==> config.mk <==
export PLATFORM = sky130hd
export DESIGN_NAME = clk_gate_ctrl
export DESIGN_NICKNAME = d
export VERILOG_FILES = /design/src/rtl/clk_gate_ctrl.sv
export SDC_FILE = /design/constraint.sdc
export NUM_CORES = 1
export LEC_CHECK = 0
export BUFFER_PORTS_ARGS = -buffer_cell sky130_fd_sc_hd__buf_2
export CAP_MARGIN = 5
export CORE_AREA = 4 4 41 43
export DETAILED_ROUTE_END_ITERATION = 10
export DIE_AREA = 0 0 45 47
export PLACE_DENSITY = 0.37
export SKIP_CTS_REPAIR_TIMING = 1
export SLEW_MARGIN = 10
export SYNTH_ARGS = -nofsm -noshare
export SYNTH_HDL_FRONTEND = slang
export SYNTH_SLANG_ARGS = --single-unit
==> constraint.sdc <==
create_clock -name clk_i -period 1.8 [get_ports clk_i]
set_clock_uncertainty 0.2 [all_clocks]
set_input_delay 0.18 -clock clk_i [delete_from_list [all_inputs] [get_ports clk_i]]
set_output_delay 0.18 -clock clk_i [all_outputs]
set_load 0.05 [all_outputs]
==> src/rtl/clk_gate_ctrl.sv <==
// clk_gate_ctrl: request/idle controller for a downstream clock-gate cell.
//
// A system controller raises req_i when it wants the gated domain clocked.
// The block enables the clock, waits WAKE_CYC cycles for it to settle and
// then reports ready_o. Once nobody needs the clock (req_i and busy_i both
// low), it counts IDLE_CYC quiet cycles and then turns the clock off again.
//
// Optional build macro: CLK_GATE_CTRL_TEST_EN
//   When defined, an extra input test_en_i forces clk_en_o high for
//   scan/DFT. The FSM, ready_o and gate_off_o ignore test_en_i.
//
// Legal parameter range: CNT_W must be wide enough to hold
// max(WAKE_CYC, IDLE_CYC)-1 so the counter never wraps.

module clk_gate_ctrl #(
  parameter int WAKE_CYC = 2,
  parameter int IDLE_CYC = 3,
  parameter int CNT_W    = 4
) (
  input  logic clk_i,
  input  logic rst_ni,
  input  logic req_i,
  input  logic busy_i,
`ifdef CLK_GATE_CTRL_TEST_EN
  input  logic test_en_i,
`endif
  output logic clk_en_o,
  output logic ready_o,
  output logic gate_off_o
);

  // The encoding is a Gray sequence around the normal loop
  // OFF -> WAKE -> ON -> COOL -> OFF, so clk_en_o (OR of both bits) and
  // ready_o (bit 1) each depend on a single toggling bit per transition.
  // The two shortcut transitions (OFF<->ON, used only when WAKE_CYC or
  // IDLE_CYC is zero) move both bits in the same direction, which keeps
  // the OR monotonic and therefore still free of glitches.
  typedef enum logic [1:0] {
    OFF  = 2'b00,
    WAKE = 2'b01,
    ON   = 2'b11,
    COOL = 2'b10
  } state_e;

  // Terminal counter values. A zero-cycle phase skips its state entirely,
  // so the terminal value for that phase is never used.
  localparam logic [CNT_W-1:0] WAKE_LAST =
    (WAKE_CYC > 0) ? CNT_W'(WAKE_CYC - 1) : '0;
  localparam logic [CNT_W-1:0] IDLE_LAST =
    (IDLE_CYC > 0) ? CNT_W'(IDLE_CYC - 1) : '0;
  localparam bit WAKE_SKIP = (WAKE_CYC == 0);
  localparam bit IDLE_SKIP = (IDLE_CYC == 0);
  localparam logic [CNT_W-1:0] CNT_ONE = CNT_W'(1);

  state_e            state_q, state_d;
  logic [CNT_W-1:0]  cnt_q,   cnt_d;
  logic              demand;

  // Anyone still needing the clock keeps it alive; this is the only
  // decision input once the clock is running.
  assign demand = req_i | busy_i;

  // State and counter registers; reset drops the clock immediately.
  always_ff @(posedge clk_i or negedge rst_ni) begin
    if (!rst_ni) begin
      state_q <= OFF;
      cnt_q   <= '0;
    end else begin
      state_q <= state_d;
      cnt_q   <= cnt_d;
    end
  end

  // Next-state and counter logic: wake countdown, idle countdown, restarts.
  always_comb begin
    state_d = state_q;
    cnt_d   = cnt_q;
    case (state_q)
      OFF: begin
        cnt_d = '0;
        if (req_i) begin
          state_d = WAKE_SKIP ? ON : WAKE;
        end
      end
      WAKE: begin
        // The wake always runs to completion, even if req_i drops.
        if (cnt_q == WAKE_LAST) begin
          state_d = ON;
          cnt_d   = '0;
        end else begin
          cnt_d = cnt_q + CNT_ONE;
        end
      end
      ON: begin
        cnt_d = '0;
        if (!demand) begin
          state_d = IDLE_SKIP ? OFF : COOL;
        end
      end
      COOL: begin
        if (demand) begin
          // Any demand during the cool-down cancels it; the countdown
          // starts over from zero the next time demand disappears.
          state_d = ON;
          cnt_d   = '0;
        end else if (cnt_q == IDLE_LAST) begin
          state_d = OFF;
          cnt_d   = '0;
        end else begin
          cnt_d = cnt_q + CNT_ONE;
        end
      end
      default: begin
        state_d = OFF;
        cnt_d   = '0;
      end
    endcase
  end

  // Outputs are decoded purely from the state register (Moore outputs).
`ifdef CLK_GATE_CTRL_TEST_EN
  assign clk_en_o   = (state_q != OFF) | test_en_i;
`else
  assign clk_en_o   = (state_q != OFF);
`endif
  assign ready_o    = (state_q == ON) || (state_q == COOL);
  assign gate_off_o = (state_q == OFF);

endmodule

## Word level (Yosys, flattened, before mapping)

Cells that the tools add are included.

| operators by class | value |
|---|---|
| add/subtract/negate cells | 1 |
| divide/modulo/power cells | 0 |
| mux-type cells | 10 |
| $lt $le $gt $ge | 0 |
| bitwise gates (word level) | 1 |
| equal/unequal tests | 9 |
| reductions and logical operators | 5 |
| $mul | 0 |
| shift operators | 0 |

Operator list:

| operator | number |
|---|---|
| $mux W4 | 3 |
| $pmux W4 S3 | 1 |
| $mux W2 | 5 |
| $pmux W2 S4 | 1 |
| $ne A2 B2 Y1 const B | 3 |
| $add A4 B1 Y4 const B | 1 |
| $eq A2 B2 Y1 const B | 2 |
| $eq A4 B1 Y1 const B | 1 |
| $eq A4 B2 Y1 const B | 1 |
| $reduce_and A4 Y1 | 1 |
| $ne A3 B3 Y1 const B | 1 |
| $eq A2 B1 Y1 const B | 1 |
| $logic_not A2 Y1 | 1 |
| $reduce_bool A2 Y1 | 1 |
| $reduce_or A2 Y1 | 1 |
| $logic_or A1 B1 Y1 | 1 |
| $or A1 B1 Y1 | 1 |

| storage, ports and cells | value |
|---|---|
| memories kept | 0 |
| logic and storage cells | 28 |
| bits in latches | 0 |
| bits in writable memories | 0 |
| input bits | 4 |
| bits in registers | 6 |
| output and inout port bits | 3 |
| ROM bits | 0 |

## Depth between registers and ports, before layout

Gate-level depths: netlist of run 1.

| logic depth | value |
|---|---|
| depth after elaboration | 4 |
| depth in mapped cells | 3 |
| mapped depth without buffers | 3 |

## Worst setup path before layout of run 1

Ideal clock, no wire load.

| timing path | value |
|---|---|
| path type | reg-to-output |
| start | register state_q[1] |
| end | output port clk_en_o |
| stages on the path, launching flop included | 3 |
| path buffers | 0 |
| data required time | 1,420 ps |
| slack | -131 ps |
| arrival time | 1,551 ps |
| cells stage by stage | dfrtp_1 > nor2_1 > inv_1 |

| between the ends | value |
|---|---|
| word-level cells in the longest chain between the ends | 1 |

RTL lines:

| element | RTL line | text |
|---|---|---|
| start, declared | 55 | `state_e state_q, state_d;` |
| start signal, assigned | 69 | `state_q <= state_d;` |
| $reduce_bool A2 Y1 | 124 | `assign clk_en_o = (state_q != OFF);` |
| end, declared | 27 | `output logic clk_en_o,` |

Every way passes these cells.

## Worst setup path in the final report of run 1

| timing path | value |
|---|---|
| start | input port req_i |
| end | register cnt_q[0] |

| between the ends | value |
|---|---|
| word-level cells in the longest chain between the ends | 3 |

RTL lines:

| element | RTL line | text |
|---|---|---|
| start, declared | 22 | `input logic req_i,` |
| $or A1 B1 Y1 | 61 | `assign demand = req_i \| busy_i;` |
| $mux W4 | 101 | `if (demand) begin` |
| $pmux W4 S3 | 78 | `case (state_q)` |
| named net cnt_d[0] | 56 | `logic [CNT_W-1:0] cnt_q, cnt_d;` |
| end signal, assigned | 70 | `cnt_q <= cnt_d;` |
| end, declared | 56 |  |

The timed path passes the listed nets, and every way through them passes these cells.
A chain may end at the register's enable or synchronous reset.

==> out/summary.md, run 1 <==
Cells with a size suffix above 1 make up 27.3% of the layout. Share of the yosys chip area belonging to registers: 48.2%. On the critical path, the stage with the largest delay is an instance of sky130_fd_sc_hd__dlygate4sd3_1.

Entering global routing, the biggest net connects 8 pins. In this run the worst path has a maximum fanout of 3. For this design the ratio of total power to cell area is 1220 nW/um2. The worst voltage drop across the vdd grid came out at 0.000490 V. At the end of routability-driven placement, the weighted congestion stood at 0.694. Library cell with the largest summed area after synthesis: sky130_fd_sc_hd__dfrtp_1. The combined area of the multi-input logic cells is 151 um2, and the per-cell via count in the routed design is 4.29. The area growth from synthesis to layout is 28.5%. Of the available clock period, the critical path in the final layout requires 95.3%. For this run, the number of Yosys warnings is 0.

For this run, the detailed router's first-pass iteration total came to 2. Fill cells in the final layout number 146. The number of synthesized register bits came out at 6. The die covers 2120 um2. For the max-slew headroom at the worst pin, the log shows 81.3%. The tools report the maximum frequency from static timing analysis as 0.583 GHz. Sorting the synthesized cells by area gives the leading types as sky130_fd_sc_hd__dfrtp_1 (48%), sky130_fd_sc_hd__a21oi_1 (8.0%), sky130_fd_sc_hd__xor2_1 (5.6%), sky130_fd_sc_hd__nor2_1 (4.8%), sky130_fd_sc_hd__nand2b_1 (4.0%). By startpoint and endpoint, the worst setup path is classified as primary input to register. The number of nets in the synthesized netlist is 38.

The total routing usage reported by global routing is 7.07%, and the wire length of the first global-routing pass is 1.00 mm. The commonest cells after synthesis are sky130_fd_sc_hd__dfrtp_1 (6), sky130_fd_sc_hd__a21oi_1 (5), sky130_fd_sc_hd__nor2_1 (4). The min-delay analysis places its worst path in the category primary input to register. Of the post-synthesis cell area, the dominant cell type holds 48.2%. The tool flagged a number of max-cap violations equal to 0. The final critical delay including setup and external delays came out at 1.72 ns. The number of global-route vias before repair was 254. TritonCTS built the clock tree. Counting along the longest clock path gives a buffer depth of 2.

Counting distinct cell types in the post-synthesis netlist gives 17. At the pin with the least slew margin, the transition time is 0.277 ns. The CTS root buffer was sky130_fd_sc_hd__clkbuf_4. The first-iteration detailed-routing DRC count came out at 2. The number of clock sinks is 6, and the final setup violation count is 0. For this run the aggregate overflow at the end of global routing stands at 0. The die is 47 um tall.

The number of antenna diodes in the final layout is 0. For the final count of pins violating max slew, the log shows 0. The run finished with clean final reports. The routed layout has 253 vias.

The critical path goes through dlygate4sd3_1 > buf_2 > or4b_1 > a21o_1 > a21oi_2. Of all flip-flops after synthesis, the portion carrying an async set or reset was 100%. After floorplanning, the core was sized to cover 1300 um2.

For the clock latency on the worst-skew pair, the log shows 0.24 ns. Most frequent cell after synthesis: sky130_fd_sc_hd__dfrtp_1. The HPWL after detailed placement is 508 um.

The data arrival time of the critical path was 1.68 ns. The initialized floorplan defines 13 standard-cell rows. In this run the horizontal extent of the chip is 45 um. Adding up every negative setup slack in the final design gives 0 ns. STA puts the critical path data required time at 1.77 ns. The final layout contains routed wiring with a total length of 641 um. The average instance in the mapped netlist occupies 9.16 um2. For flop-to-flop paths, the worst setup slack is 0.23 ns. The maximum level of the CTS H-tree came out at 1. The detail route stage leaves a number of antenna-violating nets equal to 0. Leading register cell type out of synthesis: sky130_fd_sc_hd__dfrtp_1.

Once placement completed, the tool counted placed cells totaling 54. Startpoint kind of the worst setup timing path: a primary input. The cell count after synthesis came out at 34. The final routed wire length divided by cell count is 10.9 um, and the count of nets after finishing is 50. Clock tree synthesis inserted a total of 3 buffers. In the routed design, unresolved DRC markers number 0. Number of hold violations in the final report: 0. The critical path endpoint category was a register. Port buffering added 6 buffers. For this design the static power due to leakage is 0.178 nW. Setup repair after global routing left no endpoint under its margin. The tools report the count of placed standard cells in the final layout, fillers left out as 59. The tools report the top-level I/O count as 7. For this run, the slowest stage of the critical path takes 0.53 ns.

The run gives 0 as the number of antenna violations at the first check in global routing. Register cell area after layout: 150 um2. The initial core utilization came out at 23.9%. For the combined area of all synthesized cells, the log shows 312 um2. After clock tree synthesis, the clock-pin slew on the worst setup and hold paths is 0.04 ns.

Yosys mapped a number of flops with a built-in enable equal to 0.
## cell usage in the layout (no fill, tap or decap)
cell type                       n
sky130_fd_sc_hd__buf_2          6
sky130_fd_sc_hd__or2_2          1
sky130_fd_sc_hd__nor2b_1        2
sky130_fd_sc_hd__dfrtp_1        6
sky130_fd_sc_hd__o41ai_1        1
sky130_fd_sc_hd__inv_1          2
sky130_fd_sc_hd__nand2b_1       2
sky130_fd_sc_hd__nand3_1        1
sky130_fd_sc_hd__nor2_2         1
sky130_fd_sc_hd__a21o_1         1
sky130_fd_sc_hd__or4b_1         1
sky130_fd_sc_hd__and2_1         1
sky130_fd_sc_hd__xor2_1         2
sky130_fd_sc_hd__clkbuf_4       3
sky130_fd_sc_hd__nand2_1        2
sky130_fd_sc_hd__a21oi_2        1
sky130_fd_sc_hd__nor2_1         3
sky130_fd_sc_hd__a21oi_1        5
sky130_fd_sc_hd__o22ai_1        1
sky130_fd_sc_hd__dlygate4sd3_1  2
## registers in the layout (all words and copies together) (netlist names)
signal / count
cnt_q: 4
state_q: 2
## kinds of logic after synthesis
group / Yosys count / share of synthesized area, %
xor gates and xnor gates: 2 / 5.62
and+or+nand+nor: 14 / 24.1
DFF: 6 / 48.2
buffers and inverters: 3 / 4.02
AOI/OAI and AO/OA: 9 / 18.1
## path summary, 6_finish.rpt
path                       startpoint         end  cells past startpoint
hold / removal                 busy_i  state_q[0]                      3
hold reg to reg              cnt_q[0]    cnt_q[0]                      1
setup / recovery                req_i    cnt_q[0]                      5
min in group asynchronous      rst_ni    cnt_q[0]                      2
setup reg to reg           state_q[0]    cnt_q[0]                      3
max in group asynchronous      rst_ni    cnt_q[3]                      2
## cell type report
type | count | share of cell area (%)
Tap cell | 15 | 4.69
Timing Repair Buffer | 8 | 12.5
Inverter | 2 | 1.88
Clock buffer | 3 | 5.62
Sequential cell | 6 | 37.5
Multi-Input combinational cell | 25 | 37.8
## through the flow
stage / cell area, um2 / utilization, % / power (W) / worst slack [ns] / hold slack [ns]
after global routing: 400 / 30.8 / 0.000521 / 0.0324 / 0.0173
after CTS: 380 / 29.2 / 0.000497 / 0.226 / -0.450
final: 400 / 30.8 / 0.000488 / 0.0840 / 0.00200
after global placement: 358 / 27.5 / 0.000369 / 0.286 / -0.191
after floorplan: 314 / - / 0.000332 / 0.185 / -0.316
after detailed placement: 358 / 27.5 / 0.000370 / 0.240 / -0.188
## power breakdown
| group | internal, W | switching (W) |
|---|---|---|
| logic | 0.0000587 | 0.000112 |
| registers | 0.000160 | 0.0000378 |
| clock network | 0.0000751 | 0.0000443 |
## worst max-delay path: cells and delay by family
| family | cells | cell delay (ns) |
|---|---|---|
| buffers and inverters | 2 | 0.67 |
| AND/OR/NAND/NOR | 1 | 0.51 |
| AO/OA/AOI/OAI | 2 | 0.32 |
## layer usage
| metal | GRT usage, % | vias to the layer above | wire length [um] |
|---|---|---|---|
| met2 | 11.0 | 3 | 326 |
| met1 | 7.18 | 114 | 294 |
| li1 | - | 136 | - |
| met5 | 0 | - | 0 |
| met4 | 8.77 | 0 | 0 |
| met3 | 1.53 | 0 | 20 |
(Power assumes the default switching activity.)
==> inputs of run 2 (changes only) <==
--- a/constraint.sdc
+++ b/constraint.sdc
@@ -3,3 +3,3 @@
 set_input_delay 0.18 -clock clk_i [delete_from_list [all_inputs] [get_ports clk_i]]
 set_output_delay 0.18 -clock clk_i [all_outputs]
-set_load 0.05 [all_outputs]
+set_load 0.01 [all_outputs]
==> out/summary.md, run 2 (synthesized netlist as in run 1, its figures left out) <==
The run finished, with violations left. The final reports fail on hold timing. The areal power density over the cells is 1100 nW/um2 (was 1220 nW/um2), and the die area is 2120 um2 (unchanged).

Area growth from synthesis to layout: 24.5% (was 28.5%). For the row count, the log shows 13 (unchanged). The run gives 0.679 (was 0.694) as the final weighted congestion in routability-driven placement. Leading registers by flop count: cnt_q x4, state_q x2 (unchanged). The number of antenna cells inserted is 0 (unchanged). For the maximum frequency from static timing analysis, the log shows 0.647 GHz (was 0.583 GHz). The maximum level of the CTS H-tree is 1 (unchanged). The number of input and output port buffers inserted works out to 6 (unchanged).

The tools report the CTS root buffer as sky130_fd_sc_hd__clkbuf_4 (unchanged). The tools report the critical path endpoint category as a register (unchanged). The number of buffers added by the clock tree synthesis step came out at 3 (unchanged). Final routed wire length divided by cell count: 9.91 um (was 10.9 um). The logs give 0 (unchanged) for the number of remaining DRC errors and 1.15% (was 1.53%) for the global routing met3 resource utilization.

Cells along the critical path: or4b_1 > a21o_1 > a21oi_2 (was dlygate4sd3_1 > buf_2 > or4b_1 > a21o_1 > a21oi_2). Ratio of final minimum period to clock period: 85.9% (was 95.3%). The largest fanout on the critical path works out to 4 (was 3). The run gives 0 (unchanged) as the final count of pins violating max slew. The clock transition at the register clock pins on the worst setup and hold paths after CTS works out to 0.04 ns (about the same). The register with the most flip-flops was cnt_q (unchanged). Sum of negative setup slack: 0 ns (unchanged). Startpoint kind of the worst setup timing path: a register (was a primary input). The final instance area was 388 um2 (was 400 um2); the worst voltage drop across the vdd grid was 0.000405 V (was 0.000490 V).

The met1 track demand over resource in global routing is 9.51% (was 7.18%), and the maximum single-stage delay on the critical path is 0.57 ns (was 0.53 ns). The x dimension of the die was 45 um (unchanged). The overall die height came out at 47 um (unchanged). Setup repair after global routing left no endpoint under its margin. The per-cell via count in the routed design works out to 4.17 (was 4.29). The detailed placer's ending HPWL was 459 um (was 508 um).

For the top-level I/O count, the log shows 7 (unchanged). The run gives 1300 um2 (unchanged) as the total core area. The total number of vias was 242 (was 253); the number of detailed-route iterations in the first pass was 4 (was 2).

The leakage power summed over all cells is 0.174 nW (was 0.178 nW), and the number of flip-flops under the largest register name is 4 (unchanged). The maximum number of pins on one net before global-route repair came out at 8 (unchanged). The initial core utilization was 23.9% (unchanged); the number of hold violations in the final report was 1 (was 0). The transition time at the pin with the least slew margin was 0.288 ns (was 0.277 ns). The class of the most critical setup path was register to register (was primary input to register). The logs give 49 (was 50) for the count of nets after finishing and 7.32% (was 7.07%) for the total routing usage reported by global routing. The wire length of the first global-routing pass came out at 1.07 mm (was 1.00 mm). Global-route met2 utilization: 9.32% (was 11.0%).

The deepest clock path buffer count was 2 (unchanged). The data required time at the worst endpoint was 1.77 ns (about the same). Worst hold path class: primary input to register (unchanged). The total wire length after detailed routing is 575 um (was 641 um).

The logs give 29.8% (was 30.8%) for the utilization after layout and 2 (unchanged) for the first-iteration detailed-routing DRC count. TritonCTS built the clock tree. The tools report the max-slew headroom at the worst pin as 80.5% (was 81.3%).

The data arrival time of the critical path is 1.51 ns (was 1.68 ns), and the remaining antenna violation count after routing is 0 (unchanged). The final critical delay including setup and external delays is 1.55 ns (was 1.72 ns), and the post-detailed-placement cell area is 355 um2 (was 358 um2). The highest-delay cell along the critical path was sky130_fd_sc_hd__or4b_1 (was sky130_fd_sc_hd__dlygate4sd3_1). Top library cells by usage in the layout, fill and taps aside: sky130_fd_sc_hd__dfrtp_1 (6), sky130_fd_sc_hd__buf_2 (6), sky130_fd_sc_hd__a21oi_1 (5), sky130_fd_sc_hd__nor2_1 (4), sky130_fd_sc_hd__clkbuf_4 (3) (was sky130_fd_sc_hd__dfrtp_1 (6), sky130_fd_sc_hd__buf_2 (6), sky130_fd_sc_hd__a21oi_1 (5), sky130_fd_sc_hd__nor2_1 (3), sky130_fd_sc_hd__clkbuf_4 (3)). The minimum hold slack is -0.0200 ns (was 0.00200 ns).

The global-route layer with the greatest usage is met1 (was met2). The logs give 6 (unchanged) for the number of clock sinks and 253 (was 254) for the number of global-route vias before repair. Final setup violation count: 0 (unchanged). The number of maximum-capacitance violations came out at 0 (unchanged). The number of placed cells counting well taps is 54 (unchanged), and the number of antenna violations at the first check in global routing is 0 (unchanged). The share of layout cells above drive strength 1 works out to 25.6% (was 27.3%). The overflow left after global routing was 0 (unchanged). Clock latency on the worst-skew pair: 0.24 ns (about the same). For the count of placed standard cells in the final layout, fillers left out, the log shows 58 (was 59).
run 2: metal layers:
layer	vias up	share of wire (%)	routed length, um
li1	133	-	-
met1	107	50	285
met2	2	49	280
met3	0	1.6	9
met4	0	0	0
met5	-	0	0
run 2: power by group:
part	switching [W]	internal [W]	leakage [nW]
sequential	0.0000350	0.000160	0.0757
clock	0.0000416	0.0000749	0.0138
combinational	0.0000597	0.0000563	0.0842
total	0.000136	0.000292	0.174
run 2: worst paths after layout:
kind                             from          to  slack (ns)  depth (start not counted)
min reg2reg                  cnt_q[0]    cnt_q[0]        0.31                          1
min in group asynchronous      rst_ni    cnt_q[2]        0.10                          2
max                        state_q[0]    cnt_q[0]        0.25                          3
max reg2reg                state_q[0]    cnt_q[0]        0.25                          3
max in group asynchronous      rst_ni  state_q[1]        1.16                          2
min                             req_i  state_q[0]       -0.02                          3
run 2: area by class of cell:
| class | count | area [um2] |
|---|---|---|
| clock buffers | 3 | 22.5 |
| fillers | 148 | 913 |
| repair buffers | 7 | 40.0 |
| well taps | 15 | 18.8 |
| inverters | 2 | 7.51 |
| flip-flops and latches | 6 | 150 |
| multi-input cells | 25 | 149 |
run 2: critical path: cells and delay by family (launching register included):
kind             cells  cell delay (ns)
AND/OR/NAND/NOR      1             0.57
AO/OA/AOI/OAI        2             0.31
flip-flops           1             0.39
run 2: per-stage QoR:
step	power, W	setup slack [ns]
finish	0.000428	0.255
CTS	0.000440	0.244
detailed placement	0.000314	0.252
floorplan	0.000279	0.320
global route	0.000464	0.178
global placement	0.000316	0.294
